--- src/rtl/multiplicador_pkg.sv ---
// Shared definitions for the 16x16 shift-and-add multiplier: FSM encoding,
// operand width and iteration count.
package multiplicador_pkg;

  typedef enum logic [1:0] {
    OCIOSO  = 2'd0,
    CALCULA = 2'd1,
    FIM     = 2'd2
  } estado_t;

  localparam int LARGURA   = 16;
  localparam int ITERACOES = 16;

  // Counter value seen on the edge that performs the last partial-product update.
  localparam logic [4:0] ULTIMA_ITERACAO = 5'(ITERACOES - 1);

endpackage

--- src/rtl/multiplicador_shift_add_adder.sv ---
// Existing unsigned ripple adder of the multiplier path: the 17-bit result
// carries the sum in [15:0] and the carry-out in bit 16.
module Adder #(
  parameter int LARGURA = 16
) (
  input  logic [LARGURA-1:0] OperandoA,
  input  logic [LARGURA-1:0] OperandoB,
  output logic [LARGURA:0]   Soma
);

  // Purely combinational sum with carry kept as the MSB.
  always_comb begin
    Soma = {1'b0, OperandoA} + {1'b0, OperandoB};
  end

endmodule

--- src/rtl/multiplicador_shift_add.sv ---
// Sequential unsigned shift-and-add multiplier. P holds {carry+accumulator,
// multiplier}; each CALCULA cycle conditionally adds the multiplicand and
// shifts right by one. The product is captured on the edge that enters FIM.
module multiplicador_shift_add #(
  parameter int LARGURA = 16
) (
  input  logic                   Clock,
  input  logic                   Reset_n,
  input  logic                   Iniciar,
  input  logic [LARGURA-1:0]     Multiplicando,
  input  logic [LARGURA-1:0]     Multiplicador,
  output logic                   Ocupado,
  output logic                   Pronto,
  output logic [2*LARGURA-1:0]   Produto
);

  import multiplicador_pkg::*;

  estado_t                r_estado;
  estado_t                w_prox_estado;
  logic [LARGURA-1:0]     r_mcand;
  logic [LARGURA-1:0]     w_prox_mcand;
  logic [2*LARGURA:0]     r_p;
  logic [2*LARGURA:0]     w_prox_p;
  logic [4:0]             r_contador;
  logic [4:0]             w_prox_contador;
  logic [2*LARGURA-1:0]   r_produto;
  logic [2*LARGURA-1:0]   w_prox_produto;
  logic                   r_ocupado;
  logic                   r_pronto;
  logic [LARGURA:0]       w_soma;

  // Accumulator plus multiplicand; the carry in w_soma[LARGURA] is always kept.
  Adder #(
    .LARGURA (LARGURA)
  ) u_adder (
    .OperandoA (r_p[2*LARGURA-1:LARGURA]),
    .OperandoB (r_mcand),
    .Soma      (w_soma)
  );

  // Next-state, next-datapath and product-capture logic.
  always_comb begin
    w_prox_estado   = r_estado;
    w_prox_mcand    = r_mcand;
    w_prox_p        = r_p;
    w_prox_contador = r_contador;
    w_prox_produto  = r_produto;
    case (r_estado)
      OCIOSO: begin
        if (Iniciar) begin
          w_prox_estado   = CALCULA;
          w_prox_mcand    = Multiplicando;
          w_prox_p        = {{(LARGURA+1){1'b0}}, Multiplicador};
          w_prox_contador = 5'd0;
        end else begin
          w_prox_estado   = OCIOSO;
        end
      end
      CALCULA: begin
        if (r_p[0]) begin
          w_prox_p = {1'b0, w_soma, r_p[LARGURA-1:1]};
        end else begin
          w_prox_p = {2'b00, r_p[2*LARGURA-1:LARGURA], r_p[LARGURA-1:1]};
        end
        w_prox_contador = r_contador + 5'd1;
        if (r_contador == ULTIMA_ITERACAO) begin
          // Capture here so Produto is already valid while Pronto is high in FIM.
          w_prox_estado  = FIM;
          w_prox_produto = w_prox_p[2*LARGURA-1:0];
        end else begin
          w_prox_estado  = CALCULA;
        end
      end
      FIM: begin
        w_prox_estado = OCIOSO;
      end
      default: begin
        w_prox_estado = OCIOSO;
      end
    endcase
  end

  // State, datapath and registered handshake outputs; reset clears everything.
  always_ff @(posedge Clock or negedge Reset_n) begin
    if (!Reset_n) begin
      r_estado   <= OCIOSO;
      r_mcand    <= '0;
      r_p        <= '0;
      r_contador <= 5'd0;
      r_produto  <= '0;
      r_ocupado  <= 1'b0;
      r_pronto   <= 1'b0;
    end else begin
      r_estado   <= w_prox_estado;
      r_mcand    <= w_prox_mcand;
      r_p        <= w_prox_p;
      r_contador <= w_prox_contador;
      r_produto  <= w_prox_produto;
      r_ocupado  <= (w_prox_estado == CALCULA) || (w_prox_estado == FIM);
      r_pronto   <= (w_prox_estado == FIM);
    end
  end

  assign Ocupado = r_ocupado;
  assign Pronto  = r_pronto;
  assign Produto = r_produto;

endmodule
--- config.mk ---
export PLATFORM = sky130hd
export DESIGN_NAME = multiplicador_shift_add
export DESIGN_NICKNAME = d
export VERILOG_FILES = /design/src/rtl/multiplicador_pkg.sv /design/src/rtl/multiplicador_shift_add_adder.sv /design/src/rtl/multiplicador_shift_add.sv
export SDC_FILE = /design/constraint.sdc
export NUM_CORES = 1
export LEC_CHECK = 0
export ABC_AREA = 1
export CAP_MARGIN = 20
export CELL_PAD_IN_SITES_DETAIL_PLACEMENT = 1
export CELL_PAD_IN_SITES_GLOBAL_PLACEMENT = 1
export CORE_UTILIZATION = 25
export CTS_CLUSTER_SIZE = 24
export DETAILED_ROUTE_END_ITERATION = 10
export HOLD_SLACK_MARGIN = 0.06
export PLACE_DENSITY_LB_ADDON = 0.3
export SYNTH_ARGS = -nofsm -noshare
export SYNTH_HDL_FRONTEND = slang
export SYNTH_SLANG_ARGS = --single-unit
--- constraint.sdc ---
create_clock -name Clock -period 1.6 [get_ports Clock]
set_clock_uncertainty 0.05 [all_clocks]
set_input_delay 0.48 -clock Clock [delete_from_list [all_inputs] [get_ports Clock]]
set_output_delay 0.48 -clock Clock [all_outputs]
set_load 0.1 [all_outputs]
==> flow_metrics.env <==
export IMPL_result_of_the_run="complete, but fails checks"
export IMPL_failing_checks="negative setup slack"
export IMPL_cts_root_buffer="sky130_fd_sc_hd__clkbuf_16"
export IMPL_layout_drive_gt1_share_pct=40.24
export IMPL_clkSinkCount=89
export IMPL_drtIter0Drc=137
export IMPL_cp_data_arrival_time_ns=2.09
export IMPL_max_slew_margin_rel_pct=72.91
export IMPL_die_w_um=137.4
export IMPL_maxClockFrequency_mhz=525.1
export IMPL_mostFrequentLayoutCells="sky130_fd_sc_hd__nand2_1 (109), sky130_fd_sc_hd__dfrtp_1 (89), sky130_fd_sc_hd__inv_1 (62)"
export IMPL_detail_route_drc_violations=0
export IMPL_antenna_found_initial=0
export IMPL_ys_ff_latch=89
export IMPL_synth_top_cells_by_area="sky130_fd_sc_hd__dfrtp_1 (49%), sky130_fd_sc_hd__nand2_1 (13%), sky130_fd_sc_hd__nand3_1 (6.2%)"
export IMPL_gp_congestion=0.8141
export IMPL_synthDominantCellAreaShare_pct=48.59
export IMPL_h_tree_depth=3
export IMPL_design_die_area_um2=18880
export IMPL_drtAntennaViolNets=0
export IMPL_post_synth_inst_count=534
export IMPL_floorplan_die_height_um=137.4
export IMPL_syn_cell_area_um2=4583
export IMPL_io_pins=69
export IMPL_grt_pass1_vias=4488
export IMPL_drt_wl_total_mm=15.10
export IMPL_most_frequent_standard_cell_in_the_layout_excluding_fill_and_tap_cells="sky130_fd_sc_hd__nand2_1"
export IMPL_portBuffers=68
export IMPL_post_route_min_period_ns=1.904
export IMPL_synth_sequential_area_ratio_pct=48.59
export IMPL_worst_slack_ns=-0.3044
export IMPL_effective_utilization_at_floorplan_pct=25.51
export IMPL_synth_top_cell_by_area="sky130_fd_sc_hd__dfrtp_1"
export IMPL_vias=4193
export IMPL_route_detailed_wl_per_inst_um=16.68
export IMPL_hold_ws_ns=0.4832
export IMPL_critical_path_max_fanout=3
export IMPL_finalNetCount=726
export IMPL_finalSetupTns_ns=-7.491
export IMPL_hold_violations=0
export IMPL_grt_setup_unrepaired="true"
export IMPL_setup_violations_final=42
export IMPL_cts_buffers=9
export IMPL_worst_setup_path_end_kind="register"
export IMPL_coreArea_um2=17960
export IMPL_clkSlewWorstSetupHoldPaths_ns=0.07
export IMPL_cts_tree="yes"
export IMPL_post_synth_cell_area_avg_um2=8.583
export IMPL_overall_overflow_remaining_after_global_route=0
export IMPL_worst_slew_pin_transition_ns=0.4063
export IMPL_max_cap_violations=0
export IMPL_syn_to_final_growth_pct=64.92
export IMPL_finish_instance_area_um2=7559
export IMPL_syn_nets=589
export IMPL_timing_final_max_slew_violations=0
export IMPL_overall_global_routing_usage_pct=16.17
export IMPL_dpl_cell_area_um2=6316
export IMPL_dp_final_hpwl_mm=10.00
export IMPL_cp_data_required_time_ns=1.79
export IMPL_min_period_over_period_pct=119.0
export IMPL_via_per_inst=4.633
export IMPL_setup_worst_path_start_class="register"
export IMPL_synth_cell_types=35
export IMPL_filler_instances=1981
export IMPL_core_rowCount=49
export IMPL_dr_pass1_iters=4
export IMPL_worst_setup_path_type="register to register"
export IMPL_ys_warn_count=0
export IMPL_grt_start_max_net_pins=35
export IMPL_antenna_cells_inserted=0
export IMPL_global_route_wire_length_before_repair_mm=23.34
export IMPL_hp_class="register to register"
export IMPL_worstSkewPairLatency_ns=0.36
export IMPL_cts_max_path_buffers=2
[metrics by stage]
stage / utilization, % / instances / setup WS [ns]
2_1_floorplan: - / 534 / -0.1119
3_3_place_gp: 35.16 / 866 / -0.2705
3_5_place_dp: 35.16 / 866 / -0.3576
4_1_cts: 39.16 / 888 / -0.2728
5_1_grt: 42.08 / 905 / -0.4541
6_report: 42.08 / 905 / -0.3044
[critical path: stages (launching register included)]
cell                       delay, ns
sky130_fd_sc_hd__dfrtp_1        0.39
sky130_fd_sc_hd__ha_2           0.20
sky130_fd_sc_hd__fa_2           0.35
sky130_fd_sc_hd__nand2_2        0.08
sky130_fd_sc_hd__nand2_2        0.06
sky130_fd_sc_hd__nand3b_1       0.12
sky130_fd_sc_hd__nand2_2        0.10
sky130_fd_sc_hd__nand2_2        0.08
sky130_fd_sc_hd__nand2_1        0.05
sky130_fd_sc_hd__nand2_1        0.09
sky130_fd_sc_hd__nand3_2        0.10
sky130_fd_sc_hd__nand3_2        0.08
sky130_fd_sc_hd__nand2_1        0.05
[flip-flops by register name, indices dropped and copies added, names as in the netlist]
signal / flops
Produto: 32
r_p: 32
r_mcand: 16
r_contador: 5
r_estado: 2
Ocupado: 1
Pronto: 1
[cell usage after synthesis]
library cell               count
sky130_fd_sc_hd__a211oi_1      1
sky130_fd_sc_hd__a21oi_1       8
sky130_fd_sc_hd__a22o_1        1
sky130_fd_sc_hd__and2_4        1
sky130_fd_sc_hd__buf_1         1
sky130_fd_sc_hd__buf_2        11
sky130_fd_sc_hd__buf_4         2
sky130_fd_sc_hd__buf_6         1
sky130_fd_sc_hd__clkbuf_1      4
sky130_fd_sc_hd__dfrtp_1      89
sky130_fd_sc_hd__fa_1          1
sky130_fd_sc_hd__ha_1         19
sky130_fd_sc_hd__inv_1        65
sky130_fd_sc_hd__inv_2         3
sky130_fd_sc_hd__mux2_2        7
sky130_fd_sc_hd__mux2_4        9
sky130_fd_sc_hd__nand2_1     157
sky130_fd_sc_hd__nand2_2       1
sky130_fd_sc_hd__nand2_4       2
sky130_fd_sc_hd__nand3_1      57
sky130_fd_sc_hd__nand3b_1      2
sky130_fd_sc_hd__nand4_1       1
sky130_fd_sc_hd__nor2_1       16
sky130_fd_sc_hd__nor2_4        2
sky130_fd_sc_hd__nor3_1        3
sky130_fd_sc_hd__o211ai_1      1
sky130_fd_sc_hd__o21ai_0      32
sky130_fd_sc_hd__o21ai_1       4
sky130_fd_sc_hd__o221ai_1     15
sky130_fd_sc_hd__o22ai_1       5
sky130_fd_sc_hd__or2_0         1
sky130_fd_sc_hd__or2_1         1
sky130_fd_sc_hd__or2_2         7
sky130_fd_sc_hd__xnor2_1       2
sky130_fd_sc_hd__xor2_1        2
[final timing paths]
path                              from           to  slack (ns)  cells past startpoint
max                         r_mcand[0]      r_p[29]       -0.30                     12
min                        r_mcand[15]  r_mcand[15]        0.48                      1
max reg2reg                 r_mcand[0]      r_p[29]       -0.30                     12
min reg2reg                r_mcand[15]  r_mcand[15]        0.48                      1
max in group asynchronous      Reset_n      r_p[26]        0.42                      3
min in group asynchronous      Reset_n  r_mcand[10]        0.55                      2
[layer usage]
metal | global-route usage [%] | routed length (µm) | up-vias
li1 | - | - | 2011
met1 | 20.05 | 6714 | 2102
met2 | 27.67 | 7611 | 70
met3 | 4.415 | 676 | 10
met4 | 3.785 | 95 | 0
met5 | 0 | 0 | -
[layout make-up]
cell class / count / area [µm²] / area share [%]
multi-input combinational: 359 / 2656 / 35.14
sequential: 89 / 2227 / 29.47
timing repair buffer: 144 / 1789 / 23.67
tap: 229 / 286.5 / 3.791
inverter: 68 / 265.3 / 3.509
clock buffer: 10 / 239.0 / 3.162
clock inverter: 6 / 95.09 / 1.258
[cell families after synthesis]
logic type                 after synthesis  synth area share (%)
DFF                                     89                 48.59
adders and majority gates               20                 5.624
muxes                                   16                 4.668
xor gates and xnor gates                 4                0.7645
and+or+nand+nor                        251                 23.72
buffers and inverters                   87                 7.753
AOI/OAI and AO/OA                       67                 8.873
[timing repair]
| item | 4_1_cts | 5_1_grt |
|---|---|---|
| setup endpoints to repair | 49 | 51 |
| gates resized for setup | 69 | 91 |
| hold buffers | 1 | 0 |
| hold endpoints to repair | 21 | 0 |
| pin swaps | 18 | 18 |
| gates cloned | 0 | 7 |
| buffers inserted | 5 | 10 |
Power is left out: the tool's default activity adds up to more than one toggle a clock period on the data nets, which glitch-free logic cannot reach.
